### config.mk
export PLATFORM = sky130hd
export DESIGN_NAME = mem_stage_flat
export DESIGN_NICKNAME = d
export VERILOG_FILES = /design/src/rtl/mem_stage_pkg.sv /design/src/rtl/mem_stage_if.sv /design/src/rtl/mem_stage_lane_align.sv /design/src/rtl/mem_stage.sv /design/src/flat_wrapper.sv
export SDC_FILE = /design/constraint.sdc
export NUM_CORES = 1
export LEC_CHECK = 0
export ABC_AREA = 1
export CORE_UTILIZATION = 46
export DETAILED_ROUTE_END_ITERATION = 8
export PLACE_DENSITY_LB_ADDON = 0.25
export SYNTH_ARGS = -nofsm -noshare
export SYNTH_HDL_FRONTEND = slang
export SYNTH_SLANG_ARGS = --single-unit
### constraint.sdc
create_clock -name clk -period 3.03 [get_ports clk]
set_clock_uncertainty 0.15 [all_clocks]
set_input_delay 0.303 -clock clk [delete_from_list [all_inputs] [get_ports clk]]
set_output_delay 0.303 -clock clk [all_outputs]
set_load 0.01 [all_outputs]
### src/rtl/mem_stage_pkg.sv
// Shared encodings for the memory stage: access widths, FSM states and
// big-endian byte-enable patterns used by the lane aligner.
package mem_stage_pkg;

  localparam logic [1:0] WIDTH_BYTE = 2'b00;
  localparam logic [1:0] WIDTH_HALF = 2'b01;
  localparam logic [1:0] WIDTH_WORD = 2'b10;

  typedef enum logic {
    IDLE   = 1'b0,
    ACCESS = 1'b1
  } state_e;

  // Byte offset 0 is the most significant lane, so patterns shift right with offset.
  localparam logic [3:0] BE_BYTE0   = 4'b1000;
  localparam logic [3:0] BE_HALF_HI = 4'b1100;
  localparam logic [3:0] BE_HALF_LO = 4'b0011;
  localparam logic [3:0] BE_WORD    = 4'b1111;
  localparam logic [3:0] BE_NONE    = 4'b0000;

endpackage

### src/rtl/mem_stage_if.sv
// Single-port data-memory bus with a req/ack handshake; the stage is the
// master, the memory (or bench) is the slave.
interface mem_stage_if #(parameter int ADDR_W = 32);

  logic              req;
  logic              we;
  logic [ADDR_W-1:0] addr;
  logic [3:0]        be;
  logic [31:0]       wdata;
  logic              ack;
  logic [31:0]       rdata;

  modport master (output req, we, addr, be, wdata, input ack, rdata);
  modport slave  (input req, we, addr, be, wdata, output ack, rdata);

endinterface

### src/rtl/mem_stage_lane_align.sv
// Combinational big-endian lane steering shared by the store path (byte
// enables, positioned write data) and the load path (lane select + extension).
module mem_lane_align
  import mem_stage_pkg::*;
(
  input  logic [1:0]  width,
  input  logic [1:0]  offset,
  input  logic [31:0] store_data,
  input  logic [31:0] rdata,
  input  logic        is_unsigned,
  output logic [3:0]  be,
  output logic [31:0] wdata,
  output logic [31:0] rdata_ext,
  output logic        misaligned
);

  logic [7:0]  byte_sel;
  logic [15:0] half_sel;

  always_comb begin
    case (offset)
      2'd0:    byte_sel = rdata[31:24];
      2'd1:    byte_sel = rdata[23:16];
      2'd2:    byte_sel = rdata[15:8];
      default: byte_sel = rdata[7:0];
    endcase
    half_sel = offset[1] ? rdata[15:0] : rdata[31:16];
  end

  // Store data is replicated into every lane; the byte enables pick the live one.
  always_comb begin
    be         = BE_NONE;
    wdata      = '0;
    rdata_ext  = '0;
    misaligned = 1'b0;
    case (width)
      WIDTH_BYTE: begin
        be        = BE_BYTE0 >> offset;
        wdata     = {4{store_data[7:0]}};
        rdata_ext = is_unsigned ? {24'd0, byte_sel} : {{24{byte_sel[7]}}, byte_sel};
      end
      WIDTH_HALF: begin
        misaligned = offset[0];
        be         = offset[1] ? BE_HALF_LO : BE_HALF_HI;
        wdata      = {2{store_data[15:0]}};
        rdata_ext  = is_unsigned ? {16'd0, half_sel} : {{16{half_sel[15]}}, half_sel};
      end
      WIDTH_WORD: begin
        misaligned = (offset != 2'd0);
        be         = BE_WORD;
        wdata      = store_data;
        rdata_ext  = rdata;
      end
      default: misaligned = 1'b1;
    endcase
  end

endmodule

### src/rtl/mem_stage.sv
// Memory pipeline stage: passes ALU results through in one cycle, or runs a
// registered req/ack access and returns load data as a one-cycle write-back.
module mem_stage
  import mem_stage_pkg::*;
#(
  parameter int ADDR_W      = 32,
  parameter int FLAGS_WIDTH = 6
) (
  input  logic                   clk,
  input  logic                   reset,
  input  logic                   in_valid,
  input  logic                   is_int_wb,
  input  logic                   is_mem,
  input  logic                   is_unsigned,
  input  logic [1:0]             data_width,
  input  logic [ADDR_W-1:0]      effective_address,
  input  logic [31:0]            value_to_be_store,
  input  logic [FLAGS_WIDTH-1:0] int_wb_address,
  input  logic [31:0]            int_wb_value,
  mem_stage_if.master            dmem,
  output logic                   stall,
  output logic                   wb_valid,
  output logic [FLAGS_WIDTH-1:0] wb_address,
  output logic [31:0]            wb_value,
  output logic                   addr_error
);

  state_e                 state_q, state_d;
  logic                   req_q, req_d, we_q, we_d;
  logic [ADDR_W-1:0]      addr_q, addr_d;
  logic [3:0]             be_q, be_d;
  logic [31:0]            wdata_q, wdata_d;
  logic [1:0]             width_q, width_d, offset_q, offset_d;
  logic                   unsigned_q, unsigned_d;
  logic                   wb_valid_q, wb_valid_d, addr_error_q, addr_error_d;
  logic [FLAGS_WIDTH-1:0] wb_address_q, wb_address_d;
  logic [31:0]            wb_value_q, wb_value_d;

  logic [1:0]  lane_width, lane_offset;
  logic        lane_unsigned, lane_misaligned;
  logic [3:0]  lane_be;
  logic [31:0] lane_wdata, lane_rdata;

  // Idle: steer the incoming instruction; access: steer the latched load attributes.
  assign lane_width    = (state_q == ACCESS) ? width_q    : data_width;
  assign lane_offset   = (state_q == ACCESS) ? offset_q   : effective_address[1:0];
  assign lane_unsigned = (state_q == ACCESS) ? unsigned_q : is_unsigned;

  mem_lane_align u_lane (
    .width      (lane_width),
    .offset     (lane_offset),
    .store_data (value_to_be_store),
    .rdata      (dmem.rdata),
    .is_unsigned(lane_unsigned),
    .be         (lane_be),
    .wdata      (lane_wdata),
    .rdata_ext  (lane_rdata),
    .misaligned (lane_misaligned)
  );

  always_comb begin
    state_d      = state_q;
    req_d        = req_q;
    we_d         = we_q;
    addr_d       = addr_q;
    be_d         = be_q;
    wdata_d      = wdata_q;
    width_d      = width_q;
    offset_d     = offset_q;
    unsigned_d   = unsigned_q;
    wb_valid_d   = 1'b0;
    wb_address_d = wb_address_q;
    wb_value_d   = wb_value_q;
    addr_error_d = 1'b0;
    case (state_q)
      IDLE: begin
        if (in_valid) begin
          if (!is_mem) begin
            wb_valid_d   = is_int_wb;
            wb_address_d = int_wb_address;
            wb_value_d   = int_wb_value;
          end else if (lane_misaligned) begin
            addr_error_d = 1'b1;
          end else begin
            state_d      = ACCESS;
            req_d        = 1'b1;
            we_d         = !is_int_wb;
            addr_d       = {effective_address[ADDR_W-1:2], 2'b00};
            be_d         = lane_be;
            wdata_d      = lane_wdata;
            width_d      = data_width;
            offset_d     = effective_address[1:0];
            unsigned_d   = is_unsigned;
            wb_address_d = int_wb_address;
          end
        end
      end
      ACCESS: begin
        if (dmem.ack) begin
          state_d    = IDLE;
          req_d      = 1'b0;
          wb_valid_d = !we_q;
          if (!we_q) wb_value_d = lane_rdata;
        end
      end
      default: state_d = IDLE;
    endcase
  end

  always_ff @(posedge clk) begin
    if (reset) begin
      state_q      <= IDLE;
      req_q        <= 1'b0;
      we_q         <= 1'b0;
      addr_q       <= '0;
      be_q         <= '0;
      wdata_q      <= '0;
      width_q      <= '0;
      offset_q     <= '0;
      unsigned_q   <= 1'b0;
      wb_valid_q   <= 1'b0;
      wb_address_q <= '0;
      wb_value_q   <= '0;
      addr_error_q <= 1'b0;
    end else begin
      state_q      <= state_d;
      req_q        <= req_d;
      we_q         <= we_d;
      addr_q       <= addr_d;
      be_q         <= be_d;
      wdata_q      <= wdata_d;
      width_q      <= width_d;
      offset_q     <= offset_d;
      unsigned_q   <= unsigned_d;
      wb_valid_q   <= wb_valid_d;
      wb_address_q <= wb_address_d;
      wb_value_q   <= wb_value_d;
      addr_error_q <= addr_error_d;
    end
  end

  assign dmem.req   = req_q;
  assign dmem.we    = we_q;
  assign dmem.addr  = addr_q;
  assign dmem.be    = be_q;
  assign dmem.wdata = wdata_q;

  assign stall      = (state_q == ACCESS);
  assign wb_valid   = wb_valid_q;
  assign wb_address = wb_address_q;
  assign wb_value   = wb_value_q;
  assign addr_error = addr_error_q;

endmodule

### src/flat_wrapper.sv
// flat-port wrapper written by rule: the top's interface ports become plain ports
module mem_stage_flat import mem_stage_pkg::*;
#(
  parameter int ADDR_W      = 32,
  parameter int FLAGS_WIDTH = 6
)
  (clk, reset, in_valid, is_int_wb, is_mem, is_unsigned, data_width, effective_address, value_to_be_store, int_wb_address, int_wb_value, stall, wb_valid, wb_address, wb_value, addr_error, dmem_req, dmem_we, dmem_addr, dmem_be, dmem_wdata, dmem_ack, dmem_rdata);
  mem_stage_if #(.ADDR_W(ADDR_W)) dmem_i ();
  input  logic clk;
  input  logic reset;
  input  logic in_valid;
  input  logic is_int_wb;
  input  logic is_mem;
  input  logic is_unsigned;
  input  logic [1:0] data_width;
  input  logic [ADDR_W-1:0] effective_address;
  input  logic [31:0] value_to_be_store;
  input  logic [FLAGS_WIDTH-1:0] int_wb_address;
  input  logic [31:0] int_wb_value;
  output logic stall;
  output logic wb_valid;
  output logic [FLAGS_WIDTH-1:0] wb_address;
  output logic [31:0] wb_value;
  output logic addr_error;
  output wire logic [$bits(dmem_i.req)-1:0] dmem_req;
  output wire logic [$bits(dmem_i.we)-1:0] dmem_we;
  output wire logic [$bits(dmem_i.addr)-1:0] dmem_addr;
  output wire logic [$bits(dmem_i.be)-1:0] dmem_be;
  output wire logic [$bits(dmem_i.wdata)-1:0] dmem_wdata;
  input wire logic [$bits(dmem_i.ack)-1:0] dmem_ack;
  input wire logic [$bits(dmem_i.rdata)-1:0] dmem_rdata;
  assign dmem_req = dmem_i.req;
  assign dmem_we = dmem_i.we;
  assign dmem_addr = dmem_i.addr;
  assign dmem_be = dmem_i.be;
  assign dmem_wdata = dmem_i.wdata;
  assign dmem_i.ack = dmem_ack;
  assign dmem_i.rdata = dmem_rdata;
  mem_stage #(.ADDR_W(ADDR_W), .FLAGS_WIDTH(FLAGS_WIDTH)) u_core (.clk(clk), .reset(reset), .in_valid(in_valid), .is_int_wb(is_int_wb), .is_mem(is_mem), .is_unsigned(is_unsigned), .data_width(data_width), .effective_address(effective_address), .value_to_be_store(value_to_be_store), .int_wb_address(int_wb_address), .int_wb_value(int_wb_value), .dmem(dmem_i), .stall(stall), .wb_valid(wb_valid), .wb_address(wb_address), .wb_value(wb_value), .addr_error(addr_error));
endmodule
==> results of run 1 <==
metrics by stage:
step                power [mW]  util [%]
finish                   4.971     73.58
global route             5.172     73.58
CTS                      4.985     73.58
detailed placement       2.692     67.96
global placement         2.681     67.96
floorplan                2.196         -
logic make-up (layout without fill, tap and decap cells):
family	after synthesis	after routing	share of synthesized area, %
and+or+nand+nor	377	377	27.87
AOI/OAI and AO/OA	242	242	21.90
buffers and inverters	121	356	10.02
DFF	114	114	40.15
other	1	2	0.06597
critical path, delay by kind of cell (launching register included):
| family | cells | cell delay (ps) |
|---|---|---|
| buffers and inverters | 2 | 920 |
| and+or+nand+nor | 7 | 660 |
| DFF | 1 | 460 |
| AOI/OAI and AO/OA | 1 | 200 |
final cells by class:
type,instances,area (µm²)
inverters,63,239.0
fillers,1009,3173
flip-flops and latches,114,2283
well taps,147,183.9
repair buffers,262,2620
clock buffers,22,474.2
multi-input cells,621,2836
clock inverters,9,201.4
flip-flops by register name, summed over array words and instances (netlist names):
signal             count
u_core.stall           1
u_core.dmem.addr      30
u_core.width_q         2
u_core.offset_q        2
u_core.dmem.be         4
u_core.wb_valid        1
u_core.dmem.req        1
u_core.addr_error      1
u_core.dmem.we         1
u_core.wb_address      6
u_core.unsigned_q      1
u_core.dmem.wdata     32
u_core.wb_value       32
path summary, 6_finish.rpt:
kind | start | endpoint | slack, ps | cells past startpoint
min reg2reg | u_core.dmem.wdata[3]$_SDFFE_PP0P_ | u_core.dmem.wdata[3]$_SDFFE_PP0P_ | 310 | 2
max reg2reg | u_core.stall$_SDFF_PP0_ | u_core.dmem.wdata[0]$_SDFFE_PP0P_ | 500 | 10
min | u_core.dmem.wdata[3]$_SDFFE_PP0P_ | u_core.dmem.wdata[3]$_SDFFE_PP0P_ | 310 | 2
max | u_core.stall$_SDFF_PP0_ | u_core.dmem.wdata[0]$_SDFFE_PP0P_ | 500 | 10
routing by layer:
layer,global-route usage [%],wire length (µm),vias up
li1,-,-,3216
met1,33.29,7776,2875
met2,53.25,9252,268
met3,9.855,1577,46
met4,14.21,614,0
met5,0,0,-
cell usage in the layout, fill, tap and decap left out, types with 5 or more instances in the layout:
| cell | instances |
|---|---|
| nand2_2 | 14 |
| clkdlybuf4s50_1 | 251 |
| nand2_1 | 162 |
| o2bb2ai_1 | 5 |
| nor2_1 | 144 |
| o21ai_1 | 14 |
| dfxtp_1 | 113 |
| buf_4 | 9 |
| o21ai_0 | 102 |
| clkbuf_16 | 17 |
| nand3_1 | 45 |
| a21oi_1 | 116 |
| bufinv_16 | 6 |
| inv_1 | 59 |
Yosys cell counts, drive strengths merged:
cell       n  area, µm²
nand2    180      740.7
nor2     148      575.6
o21ai    119      606.8
a21oi    116      580.6
dfxtp    114       2282
inv       63      239.0
nand3     48      262.8
buf       32      229.0
clkbuf    26      101.3
o2bb2ai    5      43.79
a31oi      1      6.260
conb       1      3.750
nor3       1      5.000
o31ai      1      7.510
power groups by stage:
stage,clock network [mW],logic [mW],registers (mW)
floorplan,0,0.458,1.74
global placement,0,0.988,1.69
detailed placement,0,0.996,1.70
CTS,2.31,1.01,1.67
global route,2.39,1.10,1.68
finish,2.30,1.01,1.67
==> results.toml, run 1 <==
[worst_setup_path]
crit_fanout = 70
required_ps = 3210
worstPathCellList = "buf_4 -> nand2_1 -> nand2_2 -> nor2_1 -> nand2_1 -> nand2_1 -> nand2_2 -> buf_4 -> nand2_1 -> a21oi_1"
crit_path_start_kind = "flop"
critPathCaptureType = "flop"
path_class = "reg2reg"
arrival_ps = 2710
cp_slowest_cell = "buf_4"
cpPeakStageDelay_ps = 520
critPathMostFrequentCell = "nand2_1"

[drt]
drc = 0
wl_per_cell_um = 15.53
drt_iter0_markers = 427
firstDrtPassIters = 5
vias = 6405
drt_wl_total_um = 19220
ant_nets = 0
viasPerCell = 5.174

[placed_design]
place_inst = 1207
io_buffers = 251
dp_hpwl_um = 13460
place_area_mm2 = 0.008163
place_ws_ps = 435.1
place.gp.congestion = 0.8357

[final_layout]
diodes = 0
syn_to_final_growth_pct = 55.49
nets = 1222
fin_area_mm2 = 0.008838
final_cells = 1238
drive_gt1_share_pct = 6.691

[sta]
relSlewSlack_pct = 56.25
setup_ws_ps = 502.4
finalCriticalPeriod_ps = 2528
fin_tns_setup_ps = 0
slew_viol_final = 0
holdWs_ps = 311.2
post-route-period-util_pct = 83.42
worst_slew_pin_slew_ps = 656.2
max_freq_ghz = 0.3956
finalHoldViolCount = 0
setup_viol = 0
rsz0062_at_grt = "false"

[floorplan]
io_pins = 254
die_y_um = 113.2
start_util_pct = 47.32
die-area_mm2 = 0.01281
core-area_mm2 = 0.01201
die_w_um = 113.2
rows = 40

[logic_synthesis]
ys_types = 28
syn-instance-count = 855
seq_area_frac_synth_pct = 40.15
syn-cell-area_mm2 = 0.005684
ys.warnings.count = 0
syn_area_per_cell_um2 = 6.648
ys_ff_latch = 114

[flow_run]
drv_cap = 0

[cts]
ctsResizeCount = 0
clockBufferDepth = 2
post_cts_buffers = 0
root_buffer = "clkbuf_16"
cts.hold.buffers_added = 0
cts_tree = "built"
clk-insertion-delay-late_ps = 410
numCtsBuffers = 17
clkSinkCount = 114
h-tree-depth = 4
cts.clk_slew.worst_paths_ps = 60

[run_status]
outcome = "complete, no violations"

[power]
swShare_pct = 25.40
internal_power_mw = 3.709
share_comb_of_total_power_pct = 20.3
seq_power_share_pct = 33.5
p_clk_share_pct = 46.2
power_leakage_nw = 3.674
switching_power_mw = 1.263
ir_drop_mv = 0.3863
power_density_mw_per_mm2 = 562.4

[global_route]
track_usage_pct = 30.40
grt_pass1_wl_um = 30390
grt_antenna_before_repair = 0
grt_max_degree = 71
grt_pass1_vias = 6125
grt_remaining_overflow = 0

[hold_path]
hp-class = "reg2reg"
Power figures use the tool's default switching activity.
==> run 2: changes to the inputs <==
Settings changed: CORE_UTILIZATION 46 to 38.
Clock period 3.03 ns to 2.2 ns, I/O delays scaled along.
==> run 2 against run 1 <==
- largest cell class unchanged
- maximum frequency increased by 24%
- final cell count increased by 4.0%
- global-route usage decreased by 5.3 points
- core utilization decreased by 13 points
==> results.toml, run 2 (synthesized netlist as in run 1, its figures left out) <==
[sta]
relSlewSlack_pct = 63.73
finalCriticalPeriod_ps = 2031
worst_slew_pin_slew_ps = 543.5
post-route-period-util_pct = 92.30
rsz0062_at_grt = "false"
holdWs_ps = 230.5
max_freq_ghz = 0.4925
slew_viol_final = 0
finalHoldViolCount = 0
fin_tns_setup_ps = 0
setup_viol = 0

[worst_setup_path]
critPathCaptureType = "flop"
required_ps = 2400
crit_fanout = 9
path_class = "reg2reg"
arrival_ps = 2230
crit_path_start_kind = "flop"

[global_route]
grt_antenna_before_repair = 0
grt_max_degree = 67
grt_pass1_wl_um = 30860
grt_pass1_vias = 6068
track_usage_pct = 25.12
grt_remaining_overflow = 0

[final_layout]
syn_to_final_growth_pct = 56.48
final_common_cell = "clkdlybuf4s50_1"
nets = 1234
fin_area_mm2 = 0.008895
drive_gt1_share_pct = 7.880
multiInputGateArea_mm2 = 0.002836
diodes = 0
most-common-layout-cells = "251 x clkdlybuf4s50_1, 162 x nand2_1, 144 x nor2_1, 116 x a21oi_1, 113 x dfxtp_1"
final.fill_count = 1380
seqCellArea_mm2 = 0.002283
final_cells = 1288

[cts]
post_cts_buffers = 0
cts_tree = "built"
clk-insertion-delay-late_ps = 420
root_buffer = "clkbuf_16"
ctsResizeCount = 0
cts.hold.buffers_added = 0
numCtsBuffers = 17
clockBufferDepth = 2
clkSinkCount = 114
h-tree-depth = 4
cts.clk_slew.worst_paths_ps = 60

[flow_run]
drv_cap = 0

[drt]
wl_per_cell_um = 15.08
drt_iter0_markers = 369
viasPerCell = 4.941
firstDrtPassIters = 6
drc = 0
drt_wl_total_um = 19420
ant_nets = 0
vias = 6364

[hold_path]
hp-class = "in2reg"

[placed_design]
place_inst = 1256
place.gp.congestion = 0.8942
place_area_mm2 = 0.008349
io_buffers = 251
dp_hpwl_um = 14030

[floorplan]
start_util_pct = 38.96
io_pins = 254
die_w_um = 124.3
core-area_mm2 = 0.01459
rows = 44
die_y_um = 124.3
die-area_mm2 = 0.01545

[power]
ir_drop_mv = 0.5199
power_density_mw_per_mm2 = 705.5
power_leakage_nw = 3.687

[run_status]
outcome = "complete, no violations"
-- run 2: worst max-delay path: stages, from the launching register on --
cell and delay, ps:
dfxtp_2 440, buf_4 190, nand2_1 70, nand2_2 150, nand2_2 130, nand2_4 90, nand2_1 60, nand2_1 300
nand2_1 80, nand2_1 80, nand2_1 60, a21oi_1 140
-- run 2: layer usage --
metal  track usage (%)  routed length, µm  up-vias
met1             29.68               8182     2838
met5                 0                  0        -
met3             8.033               1605       25
met4             7.867                359        0
met2             42.93               9270      251
li1                  -                  -     3250
-- run 2: metrics by stage --
stage	worst slack (ps)	util [%]	power, mW
2_1_floorplan	469.2	-	3.025
5_1_grt	20.05	60.97	6.574
3_3_place_gp	112.0	57.23	3.751
3_5_place_dp	73.63	57.23	3.762
4_1_cts	158.7	60.97	6.328
6_report	169.4	60.97	6.275
-- run 2: path summary, 6_finish.rpt --
path	start	cells after the start	endpoint	slack, ps
worst max-delay path	u_core.stall$_SDFF_PP0_	11	u_core.wb_value[4]$_SDFFE_PP0P_	170
worst min register to register	u_core.unsigned_q$_SDFFE_PP0P_	2	u_core.unsigned_q$_SDFFE_PP0P_	310
worst max register to register	u_core.stall$_SDFF_PP0_	11	u_core.wb_value[4]$_SDFFE_PP0P_	170
worst min-delay path	is_int_wb	2	u_core.dmem.we$_SDFFE_PP0P_	230
-- run 2: layout make-up --
class,instances,share of cell area (%)
clock inverters,14,1.308
clock buffers,18,4.825
well taps,184,2.588
flip-flops and latches,114,25.67
repair buffers,274,31.03
inverters,63,2.687
multi-input cells,621,31.89
-- run 2: where the power goes --
part | internal [mW] | switching, mW
Clock | 1.54 | 1.01
Combinational | 0.719 | 0.710
Sequential | 2.22 | 0.0777
==> run 3: changes to the inputs <==
Settings changed: ABC_CLOCK_PERIOD_IN_PS from default to 2200, CORE_UTILIZATION 38 to 39, CTS_BUF_LIST from default to sky130_fd_sc_hd__clkbuf_4.
==> run 3 against run 2 <==
- clock-buffer cell count grew 2
- sequential share of layout area up 0.90 points
- global-route usage grew 0.82 points
- maximum frequency fell by 1.3%
- worst hold slack got worse by 84 ps
- register-to-register slack worse by 30 ps
- non-clock buffer count increased by 5
- setup slack got worse by 26 ps
- critical path depth decreased by 1
- highest routed layer unchanged
==> results.toml, run 3 (synthesized netlist as in run 1, its figures left out) <==
[worst_setup_path]
critPathMostFrequentCell = "nand2_1"
arrival_ps = 2370
critPathCaptureType = "flop"
worstPathCellList = "inv_4 -> nand2_1 -> nand2_2 -> nor2_4 -> nand2_1 -> nand2_2 -> nand3_2 -> nand2_1 -> nand2_1 -> a21oi_1"
cpPeakStageDelay_ps = 490
cp_slowest_cell = "dfxtp_2"
path_class = "reg2reg"
required_ps = 2510
crit_path_start_kind = "flop"
cp.buffers_inverters = 1
crit_family = "simple AND/OR/NAND/NOR gates"
crit_fanout = 13

[floorplan]
die_w_um = 122.7
rows = 43
start_util_pct = 40.48
core-area_mm2 = 0.01404
die_y_um = 122.7
io_pins = 254
die-area_mm2 = 0.01506

[global_route]
grt_pass1_vias = 5939
track_usage_pct = 25.93
grt_antenna_before_repair = 1
grt_pass1_wl_um = 30050
grt_remaining_overflow = 0
grt_max_degree = 40

[drt]
drc = 0
drt_iter0_markers = 372
wl_per_cell_um = 15.32
vias = 6479
ant_nets = 0
firstDrtPassIters = 5
drt_wl_total_um = 19730
viasPerCell = 5.030

[power]
power_leakage_nw = 3.560
ir_drop_mv = 0.2499
power_density_mw_per_mm2 = 576.8

[final_layout]
final.fill_count = 1361
syn_to_final_growth_pct = 51.18
final_common_cell = "clkdlybuf4s50_1"
fin_area_mm2 = 0.008593
nets = 1240
drive_gt1_share_pct = 7.859
seqCellArea_mm2 = 0.002283
multiInputGateArea_mm2 = 0.002846
most-common-layout-cells = "251 x clkdlybuf4s50_1, 162 x nand2_1, 144 x nor2_1, 116 x a21oi_1, 113 x dfxtp_1"

[cts]
h-tree-depth = 4
cts_tree = "built"
clk-insertion-delay-late_ps = 530
numCtsBuffers = 17
cts.hold.buffers_added = 0
post_cts_buffers = 0
cts.clk_slew.worst_paths_ps = 100
clkSinkCount = 114
root_buffer = "clkbuf_4"
clockBufferDepth = 2

[hold_path]
hp-class = "in2reg"

[placed_design]
place.gp.congestion = 0.8233
place_area_mm2 = 0.008382
io_buffers = 251
dp_hpwl_um = 14570

[sta]
rsz0062_at_grt = "false"
fin_tns_setup_ps = 0
finalHoldViolCount = 0
max_freq_ghz = 0.4861
post-route-period-util_pct = 93.50
relSlewSlack_pct = 66.12
finalCriticalPeriod_ps = 2057
setup_viol = 0
worst_slew_pin_slew_ps = 507.4
slew_viol_final = 0

[flow_run]
drv_cap = 0

[run_status]
outcome = "complete, no violations"
-- run 3: changes by cell type in the layout (fill, tap and decap cells not counted), moves of 3 or more --
cell and change:
clkinv_1 +4, clkbuf_4 +20, buf_4 +4, clkinv_2 -3
clkbuf_16 -17
-- run 3: per-stage QoR --
| step | setup slack (ps) | utilization (%) | power [mW] | hold slack [ps] | cells |
|---|---|---|---|---|---|
| after floorplan | 469.2 | - | 3.025 | 139.1 | 856 |
| after global placement | 106.9 | 59.69 | 3.765 | 286.6 | 1257 |
| after detailed placement | 58.29 | 59.69 | 3.776 | 291.7 | 1257 |
| after CTS | 157.7 | 61.08 | 4.996 | 111.1 | 1286 |
| after global routing | 3.250 | 61.20 | 5.250 | 114.3 | 1288 |
| final | 143.0 | 61.20 | 4.957 | 146.3 | 1288 |
-- run 3: report_power, final --
group | leakage, nW | switching, mW | internal, mW | total (mW)
clock network | 0.110 | 0.777 | 0.442 | 1.22
registers | 0.934 | 0.0769 | 2.21 | 2.29
logic | 2.52 | 0.722 | 0.727 | 1.45
-- run 3: routing by layer --
metal | wire length [µm] | track usage [%] | part of all wire, %
met5 | 0 | 0 | 0
met4 | 365 | 8.460 | 1.8
met1 | 8076 | 30.41 | 41
met2 | 9536 | 44.87 | 48
met3 | 1753 | 7.714 | 8.9
-- run 3: what timing repair did --
item	in CTS	in global routing
endpoints found under the setup margin	0	3
resized for setup	0	1
endpoints found under the hold margin	0	0
-- run 3: area by class of cell --
cell class,instances,area share (%)
multi-input cells,622,33.12
repair buffers,279,32.60
flip-flops and latches,114,26.57
inverters,63,2.781
well taps,180,2.621
clock buffers,20,1.747
clock inverters,9,0.5242
diodes,1,0.02912
-- run 3: final timing paths --
path         slack, ps                                 to                            from  cells after the start
max reg2reg        140   u_core.wb_value[15]$_SDFFE_PP0P_         u_core.stall$_SDFF_PP0_                     10
min reg2reg        310     u_core.unsigned_q$_SDFFE_PP0P_  u_core.unsigned_q$_SDFFE_PP0P_                      2
min                150  u_core.dmem.wdata[7]$_SDFFE_PP0P_            value_to_be_store[7]                      3
max                140   u_core.wb_value[15]$_SDFFE_PP0P_         u_core.stall$_SDFF_PP0_                     10
-- run 3: worst register-to-register path, delay by kind of cell (launching register included) --
| family | cells | cell delay (ps) |
|---|---|---|
| AO/OA/AOI/OAI | 1 | 120 |
| flip-flops | 1 | 490 |
| AND/OR/NAND/NOR | 8 | 1120 |
| buffers and inverters | 1 | 130 |
